**src/rtl/sqrt_pkg.sv**
```systemverilog
// Shared definitions for the fixed-point square-root engine.
//   state_e   : engine control states (idle / iterating / result held)
//   calc_iter : number of restoring-sqrt iterations for a given format,
//               one root bit per iteration over WIDTH+FBITS radicand bits
package sqrt_pkg;

  typedef enum logic [1:0] {
    S_IDLE = 2'd0,
    S_CALC = 2'd1,
    S_DONE = 2'd2
  } state_e;

  function automatic int calc_iter(input int width, input int fbits);
    return (width + fbits) / 2;
  endfunction

endpackage

```
**src/rtl/sqrt_step.sv**
```systemverilog
// One combinational restoring square-root iteration.
//   i_acc/o_acc   : partial remainder before/after this iteration
//   i_rad/o_rad   : radicand shift register; the top two bits are consumed
//   i_root/o_root : partial root; one new bit is shifted in at the LSB
module sqrt_step #(
  parameter int ITER = 24
) (
  input  logic [ITER+1:0]   i_acc,
  input  logic [2*ITER-1:0] i_rad,
  input  logic [ITER-1:0]   i_root,
  output logic [ITER+1:0]   o_acc,
  output logic [2*ITER-1:0] o_rad,
  output logic [ITER-1:0]   o_root
);

  localparam int AW = ITER + 2;

  logic        [AW+1:0] acc_sh;
  logic signed [AW+1:0] trial;
  logic                 keep;

  always_comb begin
    // Bring down the next radicand bit pair, then try subtracting 4q+1.
    acc_sh = {i_acc, i_rad[2*ITER-1 -: 2]};
    trial  = signed'(acc_sh - {2'b00, i_root, 2'b01});
    keep   = (trial >= 0);
    o_acc  = keep ? AW'(trial) : AW'(acc_sh);
    o_root = {i_root[ITER-2:0], keep};
    o_rad  = {i_rad[2*ITER-3:0], 2'b00};
  end

endmodule

```
**src/rtl/fixed_sqrt_engine.sv**
```systemverilog
// Iterative unsigned fixed-point square root with valid/ready handshakes.
//   i_valid/o_ready/i_rad/i_tag : radicand input, accepted only in IDLE
//   o_valid/i_ready             : result handshake, result held until taken
//   o_root                      : root in the radicand's fixed-point format
//   o_rem                       : i_rad*2^FBITS - q^2 for the truncated root q
//   o_rounded                   : root was bumped up by round-to-nearest
//   o_tag                       : tag captured with the radicand
//   o_busy                      : iterations in progress
// STEPS iterations are unrolled per clock, so latency is ITER/STEPS cycles.
module fixed_sqrt_engine
  import sqrt_pkg::*;
#(
  parameter int WIDTH = 32,
  parameter int FBITS = 16,
  parameter int STEPS = 1,
  parameter int ROUND = 0,
  parameter int TAGW  = 4
) (
  input  logic             i_clk,
  input  logic             i_rst_n,
  input  logic             i_valid,
  output logic             o_ready,
  input  logic [WIDTH-1:0] i_rad,
  input  logic [TAGW-1:0]  i_tag,
  output logic             o_valid,
  input  logic             i_ready,
  output logic [WIDTH-1:0] o_root,
  output logic [WIDTH-1:0] o_rem,
  output logic             o_rounded,
  output logic [TAGW-1:0]  o_tag,
  output logic             o_busy
);

  localparam int ITER = calc_iter(WIDTH, FBITS);
  localparam int NCYC = ITER / STEPS;
  localparam int CW   = $clog2(NCYC + 1);
  localparam int AW   = ITER + 2;
  localparam int RW   = 2 * ITER;

  if (((WIDTH + FBITS) % 2) != 0 || (ITER % STEPS) != 0) begin : g_bad_cfg
    $error("fixed_sqrt_engine: WIDTH+FBITS must be even and ITER divisible by STEPS");
  end

  state_e           state_q, state_d;
  logic [CW-1:0]    cnt_q, cnt_d;
  logic [TAGW-1:0]  tag_q, tag_d;
  logic [WIDTH-1:0] res_root_q, res_root_d;
  logic [WIDTH-1:0] res_rem_q, res_rem_d;
  logic             res_rnd_q, res_rnd_d;
  logic [AW-1:0]    acc_q, acc_d;
  logic [RW-1:0]    rad_q, rad_d;
  logic [ITER-1:0]  root_q, root_d;

  logic [AW-1:0]    acc_c  [STEPS+1];
  logic [RW-1:0]    rad_c  [STEPS+1];
  logic [ITER-1:0]  root_c [STEPS+1];

  // Returns {rounded_flag, root}; saturates instead of wrapping to zero.
  function automatic logic [WIDTH:0] round_root(input logic [ITER-1:0] q,
                                                input logic [AW-1:0]   rem);
    logic [WIDTH-1:0] qw;
    qw = WIDTH'(q);
    if (ROUND == 0 || rem <= {2'b00, q}) return {1'b0, qw};
    if (&qw) return {1'b0, qw};
    return {1'b1, qw + WIDTH'(1)};
  endfunction

  assign acc_c[0]  = acc_q;
  assign rad_c[0]  = rad_q;
  assign root_c[0] = root_q;

  for (genvar s = 0; s < STEPS; s++) begin : g_step
    sqrt_step #(.ITER(ITER)) u_step (
      .i_acc  (acc_c[s]),
      .i_rad  (rad_c[s]),
      .i_root (root_c[s]),
      .o_acc  (acc_c[s+1]),
      .o_rad  (rad_c[s+1]),
      .o_root (root_c[s+1])
    );
  end

  always_comb begin
    state_d    = state_q;
    cnt_d      = cnt_q;
    tag_d      = tag_q;
    res_root_d = res_root_q;
    res_rem_d  = res_rem_q;
    res_rnd_d  = res_rnd_q;
    acc_d      = acc_q;
    rad_d      = rad_q;
    root_d     = root_q;
    case (state_q)
      S_IDLE: begin
        if (i_valid) begin
          state_d = S_CALC;
          cnt_d   = '0;
          tag_d   = i_tag;
          acc_d   = '0;
          root_d  = '0;
          rad_d   = RW'(i_rad) << FBITS;
        end
      end
      S_CALC: begin
        acc_d  = acc_c[STEPS];
        rad_d  = rad_c[STEPS];
        root_d = root_c[STEPS];
        if (cnt_q == CW'(NCYC - 1)) begin
          state_d                 = S_DONE;
          {res_rnd_d, res_root_d} = round_root(root_c[STEPS], acc_c[STEPS]);
          res_rem_d               = WIDTH'(acc_c[STEPS]);
        end else begin
          cnt_d = cnt_q + CW'(1);
        end
      end
      S_DONE: begin
        if (i_ready) state_d = S_IDLE;
      end
      default: state_d = S_IDLE;
    endcase
  end

  // Control and visible result registers: cleared by reset.
  always_ff @(posedge i_clk or negedge i_rst_n) begin
    if (!i_rst_n) begin
      state_q    <= S_IDLE;
      cnt_q      <= '0;
      tag_q      <= '0;
      res_root_q <= '0;
      res_rem_q  <= '0;
      res_rnd_q  <= 1'b0;
    end else begin
      state_q    <= state_d;
      cnt_q      <= cnt_d;
      tag_q      <= tag_d;
      res_root_q <= res_root_d;
      res_rem_q  <= res_rem_d;
      res_rnd_q  <= res_rnd_d;
    end
  end

  // Iteration datapath: always reloaded on acceptance, so no reset needed.
  always_ff @(posedge i_clk) begin
    acc_q  <= acc_d;
    rad_q  <= rad_d;
    root_q <= root_d;
  end

  assign o_ready   = (state_q == S_IDLE);
  assign o_busy    = (state_q == S_CALC);
  assign o_valid   = (state_q == S_DONE);
  assign o_root    = res_root_q;
  assign o_rem     = res_rem_q;
  assign o_rounded = res_rnd_q;
  assign o_tag     = tag_q;

endmodule

```
**config.mk**
```make
export PLATFORM = sky130hd
export DESIGN_NAME = fixed_sqrt_engine
export DESIGN_NICKNAME = d
export VERILOG_FILES = /design/src/rtl/sqrt_pkg.sv /design/src/rtl/sqrt_step.sv /design/src/rtl/fixed_sqrt_engine.sv
export SDC_FILE = /design/constraint.sdc
export NUM_CORES = 1
export LEC_CHECK = 0
export ABC_AREA = 1
export CAP_MARGIN = 5
export CELL_PAD_IN_SITES_DETAIL_PLACEMENT = 1
export CELL_PAD_IN_SITES_GLOBAL_PLACEMENT = 1
export CORE_AREA = 2 2 144 146
export CTS_CLUSTER_SIZE = 30
export DETAILED_ROUTE_END_ITERATION = 8
export DIE_AREA = 0 0 146 148
export PLACE_DENSITY_LB_ADDON = 0.1
export SLEW_MARGIN = 20
export SYNTH_ARGS = -nofsm -noshare
export SYNTH_HDL_FRONTEND = slang
export SYNTH_SLANG_ARGS = --single-unit
```
**constraint.sdc**
```tcl
create_clock -name i_clk -period 4.5 [get_ports i_clk]
set_input_delay 0.675 -clock i_clk [delete_from_list [all_inputs] [get_ports i_clk]]
set_output_delay 0.675 -clock i_clk [all_outputs]
set_load 0.01 [all_outputs]
```
After elaboration in Yosys (flattened, before gate mapping). Index checks and enable logic that the tools add are counted.

Flip-flop bits (word level): 168. Logic and storage cells: 48.

$add $sub $neg: 3. $lt $le $gt $ge: 1. Eq/ne operators: 7. Multiplexer cells: 21. Reductions and logical operators: 7.

Operator list (number): $pmux W48 S2 (1); $mux W33 (2); $mux W26 (2); $pmux W26 S2 (1); $mux W48 (1); $pmux W24 S2 (1); $ge A28 B1 Y1 const B (1); $sub A28 B26 Y28 (1); $add A24 B1 Y25 const B (1); $mux W24 (1); $mux W5 (2); $pmux W5 S2 (1); $mux W2 (3); $pmux W2 S3 (1); $reduce_and A2 Y1 (3); $reduce_and A3 Y1 (2); $add A5 B1 Y5 const B (1); $eq A5 B5 Y1 const B (1); $mux W1 (5); $ne A2 B1 Y1 const B (2); $ne A2 B2 Y1 const B (2); $eq A2 B1 Y1 const B (1); $eq A2 B2 Y1 const B (1); $logic_not A2 Y1 (1); $reduce_bool A2 Y1 (1).

Longest topological paths before layout. Gate-level depths: netlist of the first run.

Depth after elaboration: 8. Gate-level depth with buffers: 16.

By module. From an unflattened synthesis of the first run, not the netlist that was laid out.

Cells, all modules: 1155. Area, all modules: 9422.8 um2.

By module, submodules not included: fixed_sqrt_engine (instances 1, cells each 581, area each 6449.9 um2, seq. area each 4469.3 um2); sqrt_step (instances 1, cells each 574, area each 2972.9 um2, seq. area each 0.0 um2).

Worst setup path before layout of the first run. OpenSTA, ideal clock, no wires.

Kind: register to register. From: reg state_q[0]. To: reg acc_q[0], enable pin. Setup time: 810 ps. Data arrival time: 2352 ps. Path slack: 1338 ps. Stages on the path, launching flop included: 6. Path buffers: 1. Clock period less this slack: 3162 ps. Cells stage by stage: dfrtp_1 > inv_1 > nor2_4 > inv_2 > buf_1 > nand2_1.

Cells in the longest elaborated chain, start to end: 3. Elaborated cells between the ends (all ways): 5.

RTL lines: start: declaration (RTL line fixed_sqrt_engine.sv:44) `state_e state_q, state_d;`; start signal: assignment (RTL line fixed_sqrt_engine.sv:133) `state_q <= state_d;`; $eq A2 B1 Y1 / $logic_not A2 Y1 (equally long branches) (RTL line fixed_sqrt_engine.sv:93) `case (state_q)`; $reduce_bool A2 Y1 (no source line) / $ne A2 B2 Y1 (equally long branches); $reduce_and A2 Y1 (no source line) (*); end signal: assignment (RTL line fixed_sqrt_engine.sv:144) `acc_q <= acc_d;`; end: declaration (RTL line fixed_sqrt_engine.sv:50) `logic [AW-1:0] acc_q, acc_d;`.

Mark *: on every way between the ends. The rest lies on a longest branch, timed or not. A chain may end at the register's enable or synchronous reset.

Final worst setup path of the first run.
From: reg root_q[16]. To: reg acc_q[19], data pin.

Cells in the longest elaborated chain, start to end: 4.

RTL lines: start: declaration (RTL line fixed_sqrt_engine.sv:52) `logic [ITER-1:0] root_q, root_d;`; start signal: assignment (RTL line fixed_sqrt_engine.sv:146) `root_q <= root_d;`; $sub A28 B26 Y28 (*) (RTL line sqrt_step.sv:25) `trial = signed'(acc_sh - {2'b00, i_root, 2'b01});`; $ge A28 B1 Y1 (RTL line sqrt_step.sv:26) `keep = (trial >= 0);`; $mux W26 (*) (RTL line sqrt_step.sv:27) `o_acc = keep ? AW'(trial) : AW'(acc_sh);`; $pmux W26 S2 (*) (RTL line fixed_sqrt_engine.sv:93).

Marked as above.

==> results.md, run 1 <==
* Worst-path clk slew at about 0.07 ns
* Chip Width at between 100 and 150 µm
* Most frequent cells in the layout: nand2_1, inv_1, clkdlybuf4s50_1
* Number of fill cells at 2,525
* Maximum clock insertion buffer count at 2
* RSZ-0062 raised after global routing: false
* CP Data Required Time at between 4 and 5 ns
* Gates resized, CTS repair at 0
* Setup_tns at 0 ns
* Die Ht at roughly 150 µm
* Sink Count at 143
* Peak supply drop at 0.3855 mV
* Leading cell type in the layout, fill and taps excluded: nand2_1
* Area Growth Syn to Fin at 21.04%
* Endpoints failing setup at 0
* Final net count at roughly 1,200
* Simple-gate share of the synthesized area at 0.3237
* Synth Instances at about 1,000
* Synthesized-area fraction occupied by adder cells at 0.04020
* Initial antenna violation count at 0
* Starting Density at 0.4038
* FF+latch count, synth at 143
* Top_reg_cell synth: edfxtp_1
* TritonCTS clock tree: built
* Min setup slack post-route at between 1.5 and 2 ns
* Post-Synth XOR/XNOR Area at 0.01082
* Post-synth EDFFs at 82
* Root Driver: clkbuf_16
* Post-Syn Area at 0.008093 mm²
* # rows at 52
* Crit path time final at 2.768 ns
* HP Class: primary input to async pin
* IO Count at 112
* Final wirelength at 21.99 mm
* DP HPWL at 15.90 mm
* Total track usage at 0.2122
* Syn Area/Cell at between 7 and 8 µm²
* Worst hold margin at between 0.3 and 0.4 ns
* Max Cap Viol at 0
* Power Dens Cells at about 940 mW/mm²
* Max Transition Viols Final at 0
* Compound-Gate Fraction of Synth Area at 0.03958
* I/O Buffers at 96
* Status: finished clean
* Largest net degree at the start of global routing at between 80 and 90
* Clock latency at the later pin of the worst-skew pair at approximately 0.43 ns
* Total grt overflow at 0
* Max Clock Skew at about 0.014 ns
* First drt pass iteration count at 4
* First-pass GRT wire length at 36.06 mm
* Share of layout cells above drive strength 1 at 0.06454
* Post-Place Worst Slack at between 1.5 and 2 ns
* Fmax at about 0.36 GHz
* ANT cells at 0
* Distinct cells, synth at 39
* Leakage at between 0.004 and 0.005 µW
* Die ar. at approximately 0.022 mm²
* CP Capture Type: flop
* Drt drc at 0
* Final Hold Vio Count at 0
* CP Max Fanout at 11
* Reg area at between 0.003 and 0.004 mm²
* Post-route clock period utilization at 0.6151
* Area occupied by multi-input gates at ~0.0034 mm²
* Htree depth at 4
* Main combinational cell family by area after synthesis: simple AND/OR/NAND/NOR gates
* Critical Path AT at between 2 and 3 ns
* Mux cell area share after synthesis at 0
* Antenna Nets Post-Route at 0
* Vias at ~6,800
* Critical path class: flop to flop
* Average wire per standard cell at approximately 16 µm
* Routability congestion estimate at 0.8712
* CTS hold repair buffers at 0
* # Post-CTS Setup Buffers at 0
* Num CTS Buffers at 17
* Total Power at approximately 9000 µW
* YS warnings at 0
* Least-Margin Pin Slew at around 0.95 ns
* Vias per cell at between 4 and 5
* Vias in the first global route at 7,147
* Asr flop ratio synth at 0.4266
* Initial DRC count at between 200 and 300
* Critical path launch point type: flop
* Core region area at 0.02004 mm²
* Sequential area share after synthesis at 0.4929
* Slew HR at 0.3697
[worst paths after layout]
path                            slack (ns)                      from                       to  cells after the start
worst max register to register        1.73  root_q[16]$_SDFFCE_PN0P_  acc_q[19]$_SDFFCE_PN0P_                     12
min in group i_clk                    0.48      o_rem[4]$_DFFE_PN0P_     o_rem[4]$_DFFE_PN0P_                      2
worst min-delay path                  0.39                   i_rst_n   o_root[11]$_DFFE_PN0P_                      2
max in group asynchronous             3.49                   i_rst_n    o_rem[17]$_DFFE_PN0P_                      2
worst min register to register        0.48      o_rem[4]$_DFFE_PN0P_     o_rem[4]$_DFFE_PN0P_                      2
worst max-delay path                  1.73  root_q[16]$_SDFFCE_PN0P_  acc_q[19]$_SDFFCE_PN0P_                     12
[logic make-up (layout without fill, tap and decap cells)]
kind of cell             count (synthesis)  after routing
flip-flops                             143            143
adder cells (fa/ha/maj)                 26             26
XOR/XNOR                                10             10
buffers and inverters                  173            267
AO/OA/AOI/OAI                           60             60
AND/OR/NAND/NOR                        610            610
other                                    1             15
[per-layer routing]
metal	global-route usage	wire length (µm)	up-vias
met5	0	0	-
met4	0.05485	230	0
met3	0.04753	1045	15
met2	0.3486	10160	129
met1	0.2860	10550	3290
li1	-	-	3379
[state kept, by name (all words and copies together), names as in the netlist]
register	flops
o_rem	26
root_q	24
state_q	2
o_root	24
acc_q	26
o_tag	4
cnt_q	5
rad_q	32
[worst max-delay path, cell delays in order, from the launching register on]
cell and delay, ns:
edfxtp_1 0.37, inv_1 0.13, ha_1 0.33, nand2_2 0.15, inv_1 0.07, a21oi_2 0.14
nand2_1 0.12, a21oi_4 0.20, nand3_1 0.38, nand2_2 0.35, nand2_1 0.13, nand2_1 0.09
nor2_1 0.04
[power by group]
group          total (µW)  internal [µW]  switching, µW
clock network        1350            773            577
logic                5330           1860           3480
registers            2530           2250            278
total                9210           4880           4330
[stage by stage]
stage          cell area, µm²  std cells    util
2_1_floorplan            8145       1037       -
3_3_place_gp             9248       1369  0.4615
3_5_place_dp             9248       1369  0.4615
4_1_cts                  9796       1401  0.4888
5_1_grt                  9796       1401  0.4888
6_report                 9796       1401  0.4888
[cells in the mapped netlist, drive strengths merged, types with 6 or more instances]
master	instances	area [µm²]
nand2	422	1680
inv	132	495.5
nor2	83	336.6
edfxtp	82	2462
nand3	81	437.9
dfrtp	61	1526
o21ai	30	150.1
a21oi	28	155.2
buf	28	202.7
ha	26	325.3
clkbuf	13	48.80
nand3b	9	67.56
xnor2	9	78.83
nor3	6	40.04
[final cells by class]
type / count / area share
sequential: 143 / 0.4072
multi-input combinational: 721 / 0.3488
clock inverter: 8 / 0.005492
clock buffer: 24 / 0.05045
tap: 270 / 0.03449
timing repair buffer: 103 / 0.1030
inverter: 132 / 0.05058
Power figures use the tool's default switching activity.
==> run 2: changes to the inputs <==
clock period = 2.7 ns   (was 4.5 ns; I/O delays follow)
==> run 2 against run 1 <==
Compared with the run above: critical path type unchanged; register-to-register slack worse by 1.6 ns; design area up 3.0%; die area unchanged; largest cell class unchanged; largest power group unchanged; global-route usage up 0.48 points; highest routed layer unchanged; maximum frequency up 8.9%; non-clock buffer count up 17.
==> results.md, run 2 (same netlist as run 1, synthesis figures left out) <==
* Status: finished clean
* Most frequent cells in the layout: nand2_1, inv_1, clkdlybuf4s50_1
* Average wire per standard cell at around 16 µm
* Leakage at around 0.0051 µW
* TritonCTS clock tree: built
* Initial DRC count at 320
* Slew HR at 0.5120
* Post-route clock period utilization at 0.9411
* Chip Width at about 150 µm
* Endpoints failing setup at 0
* Total grt overflow at 0
* Critical path launch point type: flop
* Vias in the first global route at 6,996
* Largest net degree at the start of global routing at just over 80
* Number of fill cells at 2,493
* Worst hold margin at approximately 0.033 ns
* DP HPWL at ~16 mm
* Worst-path clk slew at around 0.060 ns
* Peak supply drop at approximately 0.68 mV
* Htree depth at 4
* CP Capture Type: flop
* Fin util at 0.5034
* FF-to-FF path depth at 13
* Initial antenna violation count at 0
* Leading cell type in the layout, fill and taps excluded: nand2_1
* Register-to-register setup slack at 0.16 ns
* CP max stage cell: edfxtp_1
* First drt pass iteration count at 5
* Reg with most FFs: rad_q
* Worst R2R Start: acc_q[22]$_SDFFCE_PN0P_
* First-pass GRT wire length at between 30 and 40 mm
* Sink Count at between 100 and 150
* Max Transition Viols Final at 0
* Maximum clock insertion buffer count at 2
* Fmax at roughly 0.4 GHz
* Area Growth Syn to Fin at 24.64%
* Final wirelength at roughly 23 mm
* Max FFs per register at 32
* Core region area at between 0.02 and 0.025 mm²
* Num CTS Buffers at 17
* Die Ht at 148 µm
* Critical path, cell by cell: ha_1, nand2_1, nor3_2, nand2_1, nor3_2, nand2_2, nand2_2, nand2_4, nand2_8, buf_4, nand2_4, nand2_1, nor2_1
* Worst path max stage delay at 0.40 ns
* Vias per cell at between 4 and 5
* IO Count at between 100 and 150
* Critical Path AT at about 2.7 ns
* HP Class: primary input to async pin
* Power Dens Cells at 1597 mW/mm²
* Reg area at 0.003989 mm²
* CP Max Fanout at 16
* Share of layout cells above drive strength 1 at 0.08449
* # rows at 52
* Final net count at around 1,200
* Most frequent CP cell: nand2_1
* Routability congestion estimate at between 0.9 and 1
* Area occupied by multi-input gates at 0.003432 mm²
* I/O Buffers at 96
* RSZ-0062 raised after global routing: true
* Root Driver: clkbuf_16
* Critical path class: flop to flop
* ANT cells at 0
* CTS hold repair buffers at 0
* Max Cap Viol at 0
* Vias at 6,805
* Die ar. at between 0.02 and 0.025 mm²
* Starting Density at 0.4038
* R2R Path End: acc_q[6]$_SDFFCE_PN0P_
* Clock latency at the later pin of the worst-skew pair at around 0.43 ns
* Max Clock Skew at between 0.007 and 0.008 ns
* Antenna Nets Post-Route at 0
* Final Hold Vio Count at 0
* CP Data Required Time at about 2.9 ns
* Total track usage at 0.2170
* Crit path time final at about 2.5 ns
* Least-Margin Pin Slew at between 0.7 and 0.8 ns
* Drt drc at 0
==> run 2: cell types whose count changed in the layout (fill, tap and decap cells not counted), sizes merged <==
cell      before  now
buf            8   25
clkbuf        24   17
bufinv         0    4
clkinv         5    6
clkinvlp       0    1
inv          135  136
==> run 2: power by group <==
group | switching, µW | leakage, µW | internal, µW | total [µW]
clock | 1010 | 0.000308 | 1560 | 2570
sequential | 493 | 0.00168 | 3750 | 4250
combinational | 5850 | 0.00306 | 3440 | 9290
total | 7350 | 0.00505 | 8760 | 16100
==> run 2: worst max path at each step <==
stage | startpoint | end | slack (ns) | cells past startpoint
global placement | acc_q[22]$_SDFFCE_PN0P_ | acc_q[16]$_SDFFCE_PN0P_ | 0.23 | 12
floorplan | state_q[0]$_DFFE_PN0P_ | acc_q[0]$_SDFFCE_PN0P_ | 0.35 | 5
finish | acc_q[22]$_SDFFCE_PN0P_ | acc_q[6]$_SDFFCE_PN0P_ | 0.16 | 13
global route | root_q[12]$_SDFFCE_PN0P_ | acc_q[8]$_SDFFCE_PN0P_ | -0.04 | 15
detailed placement | acc_q[10]$_SDFFCE_PN0P_ | acc_q[16]$_SDFFCE_PN0P_ | 0.18 | 12
CTS | acc_q[22]$_SDFFCE_PN0P_ | acc_q[15]$_SDFFCE_PN0P_ | 0.14 | 12
==> run 2: routing by layer <==
| layer | wire (µm) | GRT usage | up-vias |
|---|---|---|---|
| met5 | 0 | 0 | - |
| met4 | 244 | 0.04757 | 0 |
| met3 | 1054 | 0.05031 | 19 |
| met2 | 10400 | 0.3481 | 125 |
| met1 | 10860 | 0.3017 | 3254 |
| li1 | - | - | 3407 |
==> run 2: timing repair <==
action	in CTS	in global routing
setup endpoints to repair	0	17
setup buffers	0	8
gates resized for setup	0	4
==> run 2: final cells by class <==
type / count / share of cell area
clock buffer: 17 / 0.04217
clock inverter: 15 / 0.02071
inverter: 132 / 0.04912
multi-input combinational: 721 / 0.3402
sequential: 143 / 0.3954
tap: 270 / 0.03349
timing repair buffer: 120 / 0.1188
==> run 2: through the flow <==
step / worst slack, ns / area (µm²) / cells / TNS, ns / total power, µW
4_1_cts: 0.1384 / 10010 / 1410 / 0 / 16010
3_5_place_dp: 0.1770 / 9378 / 1378 / 0 / 13310
6_report: 0.1592 / 10090 / 1418 / 0 / 16110
5_1_grt: -0.03819 / 10090 / 1418 / -0.06616 / 17590
3_3_place_gp: 0.2256 / 9378 / 1378 / 0 / 13070
2_1_floorplan: 0.3540 / 8148 / 1037 / 0 / 10440
==> run 2: critical path, delay by kind of cell (launching register included) <==
kind / cells / cell delay [ns]
fa+ha+maj: 1 / 0.36
buf+inv: 1 / 0.17
flops: 1 / 0.40
simple gates: 11 / 1.35
==> run 3: changes to the inputs <==
CORE_AREA = 2 2 183 185   (was 2 2 144 146)
DIE_AREA = 0 0 185 187   (was 0 0 146 148)
==> run 3 against run 2 <==
Compared with the run above: register-to-register slack improved by 0.09 ns; sequential share of layout area fell by 0.40 points; cell count rose by 13%; count of clock-buffer cells in the layout did not move.
==> results.md, run 3 (same netlist as run 1, synthesis figures left out) <==
* Placement Cell Area at 0.009648 mm²
* Initial DRC count at approximately 250
* Final wirelength at 23.64 mm
* Power Dens Cells at between 1500 and 2000 mW/mm²
* DP HPWL at roughly 18 mm
* Vias in the first global route at 7,072
* CP Data Required Time at around 2.9 ns
* Least-Margin Pin Slew at between 0.8 and 0.9 ns
* Die Ht at approximately 190 µm
* FF-to-FF path depth at 12
* Worst R2R Start: acc_q[9]$_SDFFCE_PN0P_
* Number of fill cells at 3,992
* Endpoints failing setup at 0
* TritonCTS clock tree: built
* Leading cell type in the layout, fill and taps excluded: nand2_1
* Post-route clock period utilization at 0.9091
* Num CTS Buffers at 17
* Most frequent cells in the layout: nand2_1, inv_1, clkdlybuf4s50_1
* Final net count at between 1,000 and 1,500
* Routability congestion estimate at 0.7698
* Critical Path AT at between 2 and 3 ns
* Setup_tns at 0 ns
* Fmax at 0.4074 GHz
* Status: finished clean
* CP Capture Type: flop
* Register-to-register setup slack at 0.25 ns
* Fin area at approximately 0.01 mm²
* Average wire per standard cell at 14.81 µm
* Core region area at approximately 0.033 mm²
* Root Driver: clkbuf_16
* Total track usage at 0.1457
* Slew HR at 0.4292
* Total Power at 15,620 µW
* IO Count at 112
* Worst Setup SP: acc_q[9]$_SDFFCE_PN0P_
* Maximum clock insertion buffer count at 2
* Die ar. at ~0.035 mm²
* Share of layout cells above drive strength 1 at 0.08275
* RSZ-0062 raised after global routing: false
* Crit path time final at between 2 and 2.5 ns
* Vias at 6,688
* Reg with most FFs: rad_q
* CTS hold repair buffers at 0
* Final Hold Vio Count at 0
* Clock latency at the later pin of the worst-skew pair at around 0.45 ns
* Critical path launch point type: flop
* Gates resized, CTS repair at 0
* Worst-path clk slew at roughly 0.07 ns
* Total grt overflow at 0
* CP Max Fanout at 17
* Sink Count at between 100 and 150
* Max Cap Viol at 0
* I/O Buffers at 96
* Drt drc at 0
* First-pass GRT wire length at a little under 40 mm
* R2R Path End: acc_q[15]$_SDFFCE_PN0P_
* Max Transition Viols Final at 0
* Initial antenna violation count at 0
* # Post-CTS Setup Buffers at 0
* Antenna Nets Post-Route at 0
* # rows at 67
* HP Class: primary input to async pin
* Starting Density at 0.2463
* Leakage at approximately 0.005 µW
* Htree depth at 4
* Fin util at 0.3101
* Critical path class: flop to flop
* Area Growth Syn to Fin at 25.93%
* ANT cells at 0
* Peak supply drop at around 0.45 mV
* Max Clock Skew at between 0.01 and 0.015 ns
* Chip Width at roughly 190 µm
* Max FFs per register at 32
* Largest net degree at the start of global routing at 76
* First drt pass iteration count at 4
* Vias per cell at 4.190
-- run 3: cell types whose count changed in the layout (fill, tap and decap cells not counted), sizes merged --
cell,before,now
inv,136,137
clkinvlp,1,2
clkinv,6,8
bufinv,4,0
-- run 3: worst max-delay path by stage --
stage | cells past startpoint | slack [ns] | to
3_5_place_dp | 12 | 0.20 | acc_q[23]$_SDFFCE_PN0P_
3_3_place_gp | 12 | 0.20 | acc_q[20]$_SDFFCE_PN0P_
4_1_cts | 12 | 0.17 | acc_q[20]$_SDFFCE_PN0P_
5_1_grt | 13 | 0.001 | acc_q[11]$_SDFFCE_PN0P_
2_1_floorplan | 5 | 0.35 | acc_q[0]$_SDFFCE_PN0P_
6_report | 12 | 0.25 | acc_q[15]$_SDFFCE_PN0P_
-- run 3: per-stage QoR --
step / setup WS, ns / hold slack, ns / std cells
6_report: 0.2455 / 0.02646 / 1596
5_1_grt: 0.001050 / 0.05954 / 1596
4_1_cts: 0.1740 / 0.03701 / 1596
3_5_place_dp: 0.2008 / 0.4678 / 1564
3_3_place_gp: 0.1978 / 0.4636 / 1564
2_1_floorplan: 0.3540 / 0.1094 / 1037
-- run 3: worst max-delay path: stages (launching register included) --
cell and delay (ns):
edfxtp_1 0.42, ha_1 0.38, nand2_1 0.14, nor2_2 0.21, inv_2 0.06, nor3_2 0.18, nand2_2 0.11, nand2_2 0.11
nand2_4 0.11, nand2_8 0.22, nand2_1 0.14, nand2_1 0.08, nor2_1 0.04
-- run 3: layout make-up --
cell class / count / area [µm²] / area share
Sequential cell: 143 / 3989 / 0.3914
Multi-Input combinational cell: 721 / 3422 / 0.3358
Timing Repair Buffer: 120 / 1186 / 0.1164
Tap cell: 448 / 560.5 / 0.05500
Inverter: 132 / 495.5 / 0.04862
Clock buffer: 17 / 425.4 / 0.04174
Clock inverter: 15 / 112.6 / 0.01105
-- run 3: layer usage --
layer  wire length (µm)  track usage
met1              11250       0.1887
met2              11190       0.2383
met3                944      0.03933
met4                252      0.04029
met5                  0            0
-- run 3: report_power, final --
part	internal, µW	switching [µW]
sequential	3760	479
combinational	3390	5790
clock	1180	1020
